$ cat src/rtl/dat_write_sequencer.sv
// dat_write_sequencer: drives the dat_write datapath through a multi-block SD write.
// It waits for a full block in the host buffer, starts dat_write, feeds it 32-bit
// words on request, counts blocks, inserts the inter-block gap and ends the
// transfer on error, stop request or final block.
module dat_write_sequencer #(
    parameter int MaxBlockBitSize = 12,
    parameter int GapClks         = 2
) (
    input  logic                       clk_i,
    input  logic                       rst_i,
    input  logic                       sd_clk_en_i,
    input  logic                       start_i,
    input  logic [15:0]                block_count_i,
    input  logic                       stop_i,
    input  logic                       block_ready_i,
    input  logic [31:0]                word_i,
    input  logic                       word_valid_i,
    output logic                       word_ready_o,
    input  logic [MaxBlockBitSize-1:0] block_size_i,
    output logic                       dw_start_o,
    output logic [31:0]                dw_data_o,
    input  logic                       dw_next_word_i,
    input  logic                       dw_done_i,
    input  logic                       dw_crc_err_i,
    input  logic                       dw_end_bit_err_i,
    output logic                       busy_o,
    output logic                       block_done_o,
    output logic [15:0]                blocks_left_o,
    output logic                       xfer_done_o,
    output logic                       crc_err_o,
    output logic                       end_bit_err_o,
    output logic                       underrun_err_o
);

    localparam logic [2:0] S_IDLE     = 3'd0;
    localparam logic [2:0] S_WAIT_BLK = 3'd1;
    localparam logic [2:0] S_START    = 3'd2;
    localparam logic [2:0] S_ACTIVE   = 3'd3;
    localparam logic [2:0] S_GAP      = 3'd4;
    localparam logic [2:0] S_DONE     = 3'd5;

    localparam int GapW = (GapClks > 1) ? $clog2(GapClks) : 1;

    logic [2:0]                 state;
    logic [MaxBlockBitSize-1:0] word_cnt;
    logic [MaxBlockBitSize-1:0] block_words;
    logic [GapW-1:0]            gap_cnt;
    logic                       stop_pend;
    logic                       open_ended;
    logic                       blk_underrun;
    logic                       words_full;
    logic                       load_first;
    logic                       next_pop;
    logic                       underrun_now;
    logic                       blk_err;

    // Request decode: word counting guards against dat_write's trailing extra request
    always_comb begin
        block_words  = {2'b00, block_size_i[MaxBlockBitSize-1:2]};
        words_full   = (word_cnt >= block_words);
        load_first   = (state == S_WAIT_BLK) && !stop_i && block_ready_i && word_valid_i;
        next_pop     = (state == S_ACTIVE) && dw_next_word_i && !words_full && word_valid_i;
        underrun_now = (state == S_ACTIVE) && dw_next_word_i && !words_full && !word_valid_i;
        blk_err      = dw_crc_err_i || dw_end_bit_err_i || blk_underrun || underrun_now;
        word_ready_o = load_first || next_pop;
        dw_start_o   = (state == S_START);
        busy_o       = (state != S_IDLE);
        xfer_done_o  = (state == S_DONE);
    end

    // Transfer state machine, word holding register, block counter and sticky errors
    always_ff @(posedge clk_i) begin
        if (rst_i) begin
            state          <= S_IDLE;
            word_cnt       <= '0;
            gap_cnt        <= '0;
            stop_pend      <= 1'b0;
            open_ended     <= 1'b0;
            blk_underrun   <= 1'b0;
            dw_data_o      <= '0;
            block_done_o   <= 1'b0;
            blocks_left_o  <= '0;
            crc_err_o      <= 1'b0;
            end_bit_err_o  <= 1'b0;
            underrun_err_o <= 1'b0;
        end else begin
            block_done_o <= 1'b0;
            case (state)
                S_IDLE: begin
                    stop_pend <= 1'b0;
                    if (start_i) begin
                        blocks_left_o  <= block_count_i;
                        open_ended     <= (block_count_i == 16'd0);
                        crc_err_o      <= 1'b0;
                        end_bit_err_o  <= 1'b0;
                        underrun_err_o <= 1'b0;
                        state          <= S_WAIT_BLK;
                    end
                end
                S_WAIT_BLK: begin
                    if (stop_i) begin
                        state <= S_DONE;
                    end else if (load_first) begin
                        dw_data_o    <= word_i;
                        word_cnt     <= {{(MaxBlockBitSize-1){1'b0}}, 1'b1};
                        blk_underrun <= 1'b0;
                        state        <= S_START;
                    end
                end
                S_START: begin
                    if (stop_i) stop_pend <= 1'b1;
                    if (sd_clk_en_i) state <= S_ACTIVE;
                end
                S_ACTIVE: begin
                    if (stop_i) stop_pend <= 1'b1;
                    if (next_pop) begin
                        dw_data_o <= word_i;
                        word_cnt  <= word_cnt + 1'b1;
                    end
                    if (underrun_now) begin
                        underrun_err_o <= 1'b1;
                        blk_underrun   <= 1'b1;
                    end
                    if (dw_done_i) begin
                        if (dw_crc_err_i)     crc_err_o     <= 1'b1;
                        if (dw_end_bit_err_i) end_bit_err_o <= 1'b1;
                        if (blocks_left_o != 16'd0) blocks_left_o <= blocks_left_o - 16'd1;
                        block_done_o <= !blk_err;
                        gap_cnt      <= '0;
                        if (blk_err || stop_pend || stop_i ||
                            (!open_ended && blocks_left_o == 16'd1))
                            state <= S_DONE;
                        else
                            state <= S_GAP;
                    end
                end
                S_GAP: begin
                    if (stop_i) begin
                        state <= S_DONE;
                    end else if (sd_clk_en_i) begin
                        if (gap_cnt == GapW'(GapClks - 1))
                            state <= S_WAIT_BLK;
                        else
                            gap_cnt <= gap_cnt + 1'b1;
                    end
                end
                S_DONE: begin
                    state <= S_IDLE;
                end
                default: begin
                    state <= S_IDLE;
                end
            endcase
        end
    end

endmodule

$ cat config.mk
export PLATFORM = sky130hd
export DESIGN_NAME = dat_write_sequencer
export DESIGN_NICKNAME = d
export VERILOG_FILES = /design/src/rtl/dat_write_sequencer.sv
export SDC_FILE = /design/constraint.sdc
export NUM_CORES = 1
export LEC_CHECK = 0
export CAP_MARGIN = 15
export CORE_UTILIZATION = 30
export CTS_CLUSTER_SIZE = 8
export DETAILED_ROUTE_END_ITERATION = 16
export SLEW_MARGIN = 20
export SYNTH_ARGS = -nofsm -noshare
export SYNTH_HDL_FRONTEND = slang
export SYNTH_SLANG_ARGS = --single-unit
$ cat constraint.sdc
create_clock -name clk_i -period 2.31 [get_ports clk_i]
set_input_delay 0.3465 -clock clk_i [delete_from_list [all_inputs] [get_ports clk_i]]
set_output_delay 0.3465 -clock clk_i [all_outputs]
set_load 0.05 [all_outputs]
==> parameters.txt, run 1 <==
Parameter                              Value

Timing
  Setup WS post-layout ... roughly 0.057 ns
  Setup repair after global routing missed its margin ... false
  Pins over their slew limit ... 0
  Worst Clk Skew ... approximately 0.0058 ns
  Least-Margin Pin Slew ... between 0.5 and 0.6 ns
  Final hold vios ... 0
  Shortest clock period the worst path allows after layout ... about 2.3 ns
  Highest clock frequency the design can meet ... 444 MHz
  Final period util ... between 90% and 100%
  Max_slew headroom ... 64.5%
  Final number of setup-violating endpoints ... 0

Routing
  Starting DRC count in detailed routing ... 320
  Detailed-route vias per instance ... between 5 and 6
  DR DRC count ... 0
  Routed wire length ... roughly 12 mm
  Per-cell routed wire length ... 15.2 um
  Total number of vias ... roughly 4100
  DR pass1 iterations ... 4
  Post-DRT Antenna Nets ... 0

Die
  Top Ports ... around 130
  Die Wd ... about 110 um
  Starting density of the core ... a little under a third
  Core footprint ... approximately 0.012 sq mm
  Die area ... approximately 0.013 sq mm
  Number of rows in the core area ... 40
  Height of the die ... 114 um

Run
  Max-cap violations ... 0

Clock network
  CTS HTree Levels ... 3
  Clock-pin slew on the worst setup and hold paths ... 0.06 ns
  Root Buffer Master ... clkbuf_16
  Quantity of hold-fixing buffers added after cts ... 0
  Number of buffers added by the clock tree synthesis step ... 9
  TritonCTS clock tree ... yes
  Clock net sink count ... 71
  Worst skew pair latency ... 0.33 ns
  Buffer levels on the longest clock path ... 2

Layout
  Most common cell after layout, fill and taps aside ... clkdlybuf4s50_1
  Cell area after layout ... roughly 0.0059 sq mm
  Number of nets in the layout ... around 710
  Finished Core Util ... approximately 49%
  Antenna cell count ... 0
  P&R area growth vs syn ... 58.3%
  Fraction of final layout cells with drive strength greater than 1 ... between 10% and 20%
  Commonest cells after routing, fill and taps aside ... clkdlybuf4s50_1 (111), dfxtp_1 (68), a21oi_1 (57), o21ai_0 (55), buf_4 (47)

Logic synthesis
  Post-Syn Area ... approximately 0.0037 sq mm
  FF+latch count, synth ... 71
  Number of synthesized flops with an enable pin ... 0
  Portion of netlist area occupied by mux cells ... 0.267%
  Post-synthesis net count ... 561
  Sequential-to-total area share from yosys stat ... around 38%
  Post-Synth Adder-Cell Area ... 4.34%
  Area share of and/or/nand/nor cells after synthesis ... 23.7%
  Compound-cell area share of the yosys netlist ... between 20% and 30%
  Area share of xor/xnor cells in the synthesized design ... 0%
  Syn_area_per_cell ... about 8 sq um
  Yosys Warn Count ... 0
  Cells after synthesis ... roughly 480
  Combinational family with the most area after synthesis ... compound AO/OA/AOI/OAI gates
  Fraction of registers with async set/reset ... 0%
  Library cells used by synthesis ... between 50 and 60
  Main flop type after synthesis ... dfxtp_1

Global route
  Via count of the first global-routing pass ... around 4100
  Largest net degree at the start of global routing ... 38
  Antenna violations before repair ... 1
  Total GRT Usage ... approximately a fifth
  Total overflow reported by the global router ... 0
  Wire length of the first global-routing pass ... approximately 20 mm

Status
  Run status ... finished, final reports clean

Placed design
  Cell area after placement ... 0.00544 sq mm
  Post-Place Setup Slack ... -0.464 ns
  Placed wire-length estimate ... roughly 8.5 mm
  Final weighted congestion of routability-driven global placement ... 0.834
  Count of input and output buffers ... approximately 120

Critical path
  Worst EP required ... 1.96 ns
  CP Buf/Inv Count ... 4
  Peak per-stage delay on the critical path ... between 0.4 and 0.5 ns
  Critical path capture point type ... output port
  Worst-path maximum fanout ... 2
  Logic depth of the worst register-to-register path ... 9
  Crit start category ... input pin
  Worst Path Arrival ... ~1.9 ns
  Family with the most delay on the worst path ... buffers and inverters
  Type of the setup path with the least slack ... in2out
  Critical Path Stages ... 9
  Worst r2r dst ... blocks_left_o[11]
  Startpoint of the most critical register-to-register path ... blocks_left_o[1]
  Sequence of cells on the critical path ... clkdlybuf4s50_1 -> inv_2 -> ha_4 -> nand3b_1 -> a21oi_2 -> buf_4 -> o2111ai_4 -> nand2_2 -> buf_12
  Worst reg-to-reg setup slack ... about 0.11 ns
  Worst setup path startpoint ... block_size_i[11]
  Critical-path top delay cell ... clkdlybuf4s50_1

Hold path
  Hold endpoint ... dw_data_o[14]
  Hold Startpoint ... dw_data_o[14]
  Hold crit path type ... reg2reg
  Number of instances on the worst hold path ... 2

Pwr
  Largest vdd supply drop ... just under 0.0003 V
  Lkg Pwr ... 2.22 nW
  Areal power density over the cells ... 756 mW/mm^2
state kept, by name, summed over array words and instances (netlist names), 3 cells and up:
name	flops
state	3
blocks_left_o	16
word_cnt	12
dw_data_o	32
how the worst max path moves through the flow:
| stage | endpoint |
|---|---|
| global route | word_ready_o |
| detailed placement | word_cnt[9] |
| floorplan | blocks_left_o[3] |
| global placement | word_cnt[9] |
| CTS | word_ready_o |
| finish | word_ready_o |
Yosys cell counts (2+ instances only):
cell type	instances	area share (%)
o31a_1	2	0.47
clkbuf_1	27	2.7
dfxtp_1	71	38
a2111o_1	6	1.8
nor3b_1	5	1.0
inv_1	19	1.9
or4b_1	2	0.53
o21ai_0	57	7.6
nor4_1	6	1.0
nand4_1	8	1.3
a211oi_1	7	1.4
ha_1	13	4.3
nor3_1	15	2.0
a2111oi_0	2	0.47
o22ai_1	2	0.33
buf_2	4	0.53
nand3b_1	2	0.40
and2_1	3	0.50
and4_1	3	0.70
a41oi_1	2	0.47
nor4b_1	3	0.70
a22oi_1	6	1.2
buf_6	3	0.90
nand3_1	42	5.6
and3_1	3	0.50
nor2_1	31	3.1
o211ai_1	3	0.60
buf_1	3	0.30
nor2b_1	2	0.33
o21ai_1	2	0.27
o2111ai_1	8	1.9
a21oi_1	60	8.0
or3_1	2	0.33
and3b_1	2	0.47
nand2_1	35	3.5
timing repair:
action | in CTS | in global routing
setup endpoints to repair | 40 | 20
gates cloned | 0 | 0
pin swaps | 5 | 13
resized for setup | 11 | 30
setup buffers | 1 | 1
tightest hold or removal path, delay by kind of cell (launching register included):
kind | cells | cell delay [ns]
and+or+nand+nor | 1 | 0.06
AOI/OAI and AO/OA | 1 | 0.05
DFF | 1 | 0.31
report_power, final:
part / switching, mW / leakage, nW / total, mW / internal (mW)
sequential: 0.102 / 0.577 / 1.41 / 1.31
clock: 0.579 / 0.159 / 1.56 / 0.981
combinational: 0.863 / 1.48 / 1.51 / 0.648
through the flow:
| stage | hold slack, ns | TNS, ns | instances | total power, mW |
|---|---|---|---|---|
| finish | 0.467 | 0 | 797 | 4.48 |
| floorplan | 0.445 | 0 | 477 | 2.32 |
| global route | 0.485 | 0 | 797 | 4.71 |
| global placement | 0.449 | -17.62 | 779 | 2.88 |
| CTS | 0.467 | 0 | 796 | 4.47 |
| detailed placement | 0.454 | -19.18 | 779 | 2.89 |
kinds of logic after synthesis:
group           after synthesis
buf+inv                      56
compound gates              167
simple gates                169
mux                           1
flops                        71
fa+ha+maj                    13
area by class of cell:
type / count / area, sq um
inverters: 19 / 71.3
fillers: 1196 / 6180
repair buffers: 173 / 1670
flip-flops and latches: 71 / 1430
well taps: 168 / 210
multi-input cells: 350 / 2220
clock inverters: 6 / 93.8
clock buffers: 10 / 239
routing by layer:
metal  GRT usage [%]  share of wire (%)  up-vias
met5               0                  0        -
met2            30.0                 45      141
met4            6.14               0.88        0
met3            7.01                8.3       11
li1                -                  -     2063
met1            24.3                 46     1909
(Power assumes the default switching activity.)
==> run 2, diff against run 1 <==
Settings changed: CAP_MARGIN 15 to 20.
==> results of run 2 <==
Final layout, timing and power as in run 1 (identical DEF).
==> RTL change 1: new RTL, config.mk and constraints of run 1 <==
`MaxBlockBitSize`: 12 -> 24.
--- a/src/rtl/dat_write_sequencer.sv
+++ b/src/rtl/dat_write_sequencer.sv
@@ -3,7 +3,7 @@
 // words on request, counts blocks, inserts the inter-block gap and ends the
 // transfer on error, stop request or final block.
 module dat_write_sequencer #(
-    parameter int MaxBlockBitSize = 12,
+    parameter int MaxBlockBitSize = 24,
     parameter int GapClks         = 2
 ) (
     input  logic                       clk_i,
Ports: changed (resized block_size_i); port bits go from 127 to 139. The function was not compared with the original's and may differ.
==> RTL change 1 against run 1 <==
- the flow now finishes with violations (negative setup slack)
- final area increased by 22%
- largest power group is now combinational cells
- global-route usage decreased by 0.084 points
- power increased by 39%
- area after synthesis increased by 17%
- setup slack got worse by 0.47 ns
- critical path type is now register to output pin
- sequential power increased by 26%
- first-iteration DRC count decreased by 17%
- routed wire length increased by 18%
- sequential cell count increased by 12
- worst hold slack got worse by 0.059 ns
- combinational power increased by 97%
==> RTL change 1: results (changes against run 1) <==
hold_path_class: "input pin to register"
min_from: "rst_i"
cts_setup_buffers: 15  # +14
synth_cell_types: 50  # -2.0%
cp_slowest_cell: "dfxtp_4"
setup_viol: 56  # +56
use_met2: 0.336  # +0.0360
syn_nets: 641  # +14%
worst_hold_slack_ns: 0.408  # -0.0595 ns
r2r_slack_ns: -0.34  # -0.45 ns
post-place-ws_ns: -0.793  # -0.329 ns
place_area_mm2: 0.00634  # +17%
failed_checks: "negative setup slack"
n_fill_cell: 1318  # +10%
cts_resized: 93  # +82
switching_share: 0.407  # +0.0626
layoutNonFillerInstCount: 907  # +14%
startpoint: "word_cnt[18]"
routabilityCongestion: 0.820  # -1.7%
track_usage: 0.190  # -0.000841
seqPwrFrac: 0.285  # -0.029
fin_ws_ns: -0.415  # -0.473 ns
regArea_mm2: 0.00168  # +18%
outcome: "finished with violations"
dr.pass1.iters: 5  # +1
==> RTL change 1: cell count changes in the layout (fill, tap and decap cells not counted), moves of 7 or more <==
| cell | change |
|---|---|
| or3_1 | +16 |
| nand3_1 | -28 |
| mux2i_1 | +31 |
| dfxtp_2 | +9 |
| o21ai_0 | -23 |
| o2111ai_1 | -7 |
| dlygate4sd2_1 | +15 |
| inv_1 | +13 |
| a21oi_1 | -26 |
| a21oi_2 | +11 |
| nor2_1 | +29 |
==> RTL change 1: final cells by class <==
type,instances,share of cell area
sequential,83,0.232
clock inverter,7,0.0107
tap,180,0.0312
timing repair buffer,205,0.283
inverter,34,0.0182
clock buffer,9,0.0312
multi-input combinational,389,0.394
==> RTL change 1: cells by family after synthesis <==
logic type / synth area share
AND/OR/NAND/NOR: 0.226
AO/OA/AOI/OAI: 0.192
flip-flops: 0.379
buffers and inverters: 0.0570
multiplexers: 0.0753
adder cells (fa/ha/maj): 0.0713
==> RTL change 2: new RTL, config.mk and constraints of run 1 <==
Without the edit above. Make the reset (`rst_i`) asynchronous in one clocked block.
--- a/src/rtl/dat_write_sequencer.sv
+++ b/src/rtl/dat_write_sequencer.sv
@@ -69,7 +69,7 @@
     end
 
     // Transfer state machine, word holding register, block counter and sticky errors
-    always_ff @(posedge clk_i) begin
+    always_ff @(posedge clk_i or posedge rst_i) begin
         if (rst_i) begin
             state          <= S_IDLE;
             word_cnt       <= '0;
Function: differs if rst_i is asserted again (counterexample within 4 cycles, from zero or initial values and one cycle with rst_i high); with rst_i held inactive, the same outputs for 10 cycles.
==> RTL change 2 against run 1 <==
- the run now ends with negative setup slack left
- critical path type is now register to output pin
- register-to-register slack got worse by 0.25 ns
- area after synthesis up 0.47%
- worst hold slack lost 0.046 ns
- setup slack got worse by 0.28 ns
- die area rose by 0.47%
- clock skew is 0.0057 ns higher
- count of clock-buffer cells in the layout is 1 lower
- routed wire length decreased by 12%
- final area increased by 0.44%
- sequential cell count unchanged
Power is not compared: it rests on default switching activity, and its combinational part moved more than twofold at a synthesized area within 25%.
==> RTL change 2: results (changes against run 1) <==
outcome: "finished with violations"
failed_checks: "negative setup slack"
ys_top_cells_by_count: "dfrtp_1 (71), nand2_1 (37), mux2_1 (32), nor2_1 (26), o21ai_0 (24)"
routabilityCongestion: 0.871  # +4.4%
ir_worst_vdd_uv: 679
grt_pass1_wl_um: 17100  # -14%
layout-drive-gt1-share: 0.150  # -0.0218
dominantRegCellSynth: "dfrtp_1"
hold_path_class: "input pin to async pin"
grt_start_max_net_pins: 42  # +11%
avgSynthCellArea_um2: 10.0  # +28%
arrival_ns: 2.19  # +0.28 ns
grt_pass1_vias: 3630  # -11%
place_area_mm2: 0.00549  # +0.85%
via_count: 3532  # -14%
worst-slew-pin-transition_ns: 0.557  # +0.0380 ns
worst_clock_skew_ns: 0.0115  # +0.00566 ns
diodes: 0  # unchanged
syn_nets: 459  # -18%
setup_viol: 31  # +31
htree_levels: 3  # unchanged
synth_cell_types: 53  # +3.9%
drtIter0Drc: 139  # -57%
top_regs: "dw_data_o x32, blocks_left_o x16, word_cnt x12"
layoutNonFillerInstCount: 715  # -10%
fin_setup_tns_ns: -3.91  # -3.91 ns
post-place-cells: 693  # -11%
clk_pin_slew_ns: 0.06  # about the same
yosysWarnings: 0  # unchanged
cts_root_buf: "clkbuf_16"
wl_um: 10700  # -12%
cp_max_fo: 2  # unchanged
ys_top_cells_by_area: "dfrtp_1 (47%), mux2_1 (9.6%), ha_1 (4.3%), nand2_1 (3.7%), o21ai_0 (3.2%)"
post-place-ws_ns: -0.559  # -0.0955 ns
async_flop_share: 1.00  # +1.00
clk_latency_ns: 0.34
cts_buffer_depth: 2  # unchanged
fin_ws_ns: -0.227  # -0.284 ns
cts_made_buffers: 9  # unchanged
postCtsHoldBufs: 0  # unchanged
dr.pass1.iters: 4  # unchanged
yosysSeqAreaShare: 0.472  # +0.0927
io_buffers: 124  # unchanged
p_leak_nw: 2.54
nNetsFinal: 626  # -12%
antenna_found_initial: 0  # -1
dp_hpwl_um: 8060  # -4.8%
track_usage: 0.168  # -0.0237
RTL change 2: critical path, stage by stage (launching register included):
cell      delay [ns]
dfrtp_1         0.39
ha_2            0.17
or4b_4          0.49
a211oi_4        0.19
o21a_2          0.20
a31oi_4         0.10
buf_12          0.14
inv_4           0.04
buf_8           0.13
RTL change 2: timing repair:
| item | 4_1_cts | 5_1_grt |
|---|---|---|
| pin swaps | 4 | 4 |
| gates resized for setup | 8 | 8 |
| setup buffers | 4 | 2 |
| endpoints found under the setup margin | 40 | 46 |
RTL change 2: cell type report:
class / count / area (µm²)
tap: 168 / 210
inverter: 17 / 66.3
timing repair buffer: 173 / 1650
clock buffer: 9 / 225
clock inverter: 7 / 128
sequential: 71 / 1780
fill: 1176 / 6160
multi-input combinational: 270 / 1900
RTL change 2: power by group:
| group | total (mW) | switching (mW) | internal [mW] |
|---|---|---|---|
| Clock | 1.64 | 0.570 | 1.07 |
| Combinational | 4.36 | 2.71 | 1.64 |
| Sequential | 2.18 | 0.422 | 1.75 |
| Total | 8.17 | 3.70 | 4.47 |
RTL change 2: routing by layer:
layer / global-route usage / wire [µm]
met1: 0.200 / 4500
met2: 0.291 / 5250
met3: 0.0478 / 777
met4: 0.0511 / 150
met5: 0 / 0
RTL change 2: cell families (layout without fill, tap and decap cells):
| group | count (synthesis) | count (layout) | share of synthesized area |
|---|---|---|---|
| buf+inv | 34 | 206 | 0.0399 |
| mux | 39 | 39 | 0.114 |
| fa+ha+maj | 13 | 13 | 0.0432 |
| simple gates | 129 | 129 | 0.177 |
| flops | 71 | 71 | 0.472 |
| compound gates | 89 | 89 | 0.153 |
RTL change 2: path summary, 6_finish.rpt:
check,from,slack (ns),cells after the start,endpoint
max,word_cnt[9],-0.23,8,word_ready_o
min,rst_i,0.42,3,dw_data_o[1]
max reg2reg,word_cnt[9],-0.14,9,dw_data_o[8]
min reg2reg,end_bit_err_o,0.48,2,end_bit_err_o
max in group asynchronous,rst_i,1.46,3,stop_pend
min in group clk_i,end_bit_err_o,0.48,2,end_bit_err_o
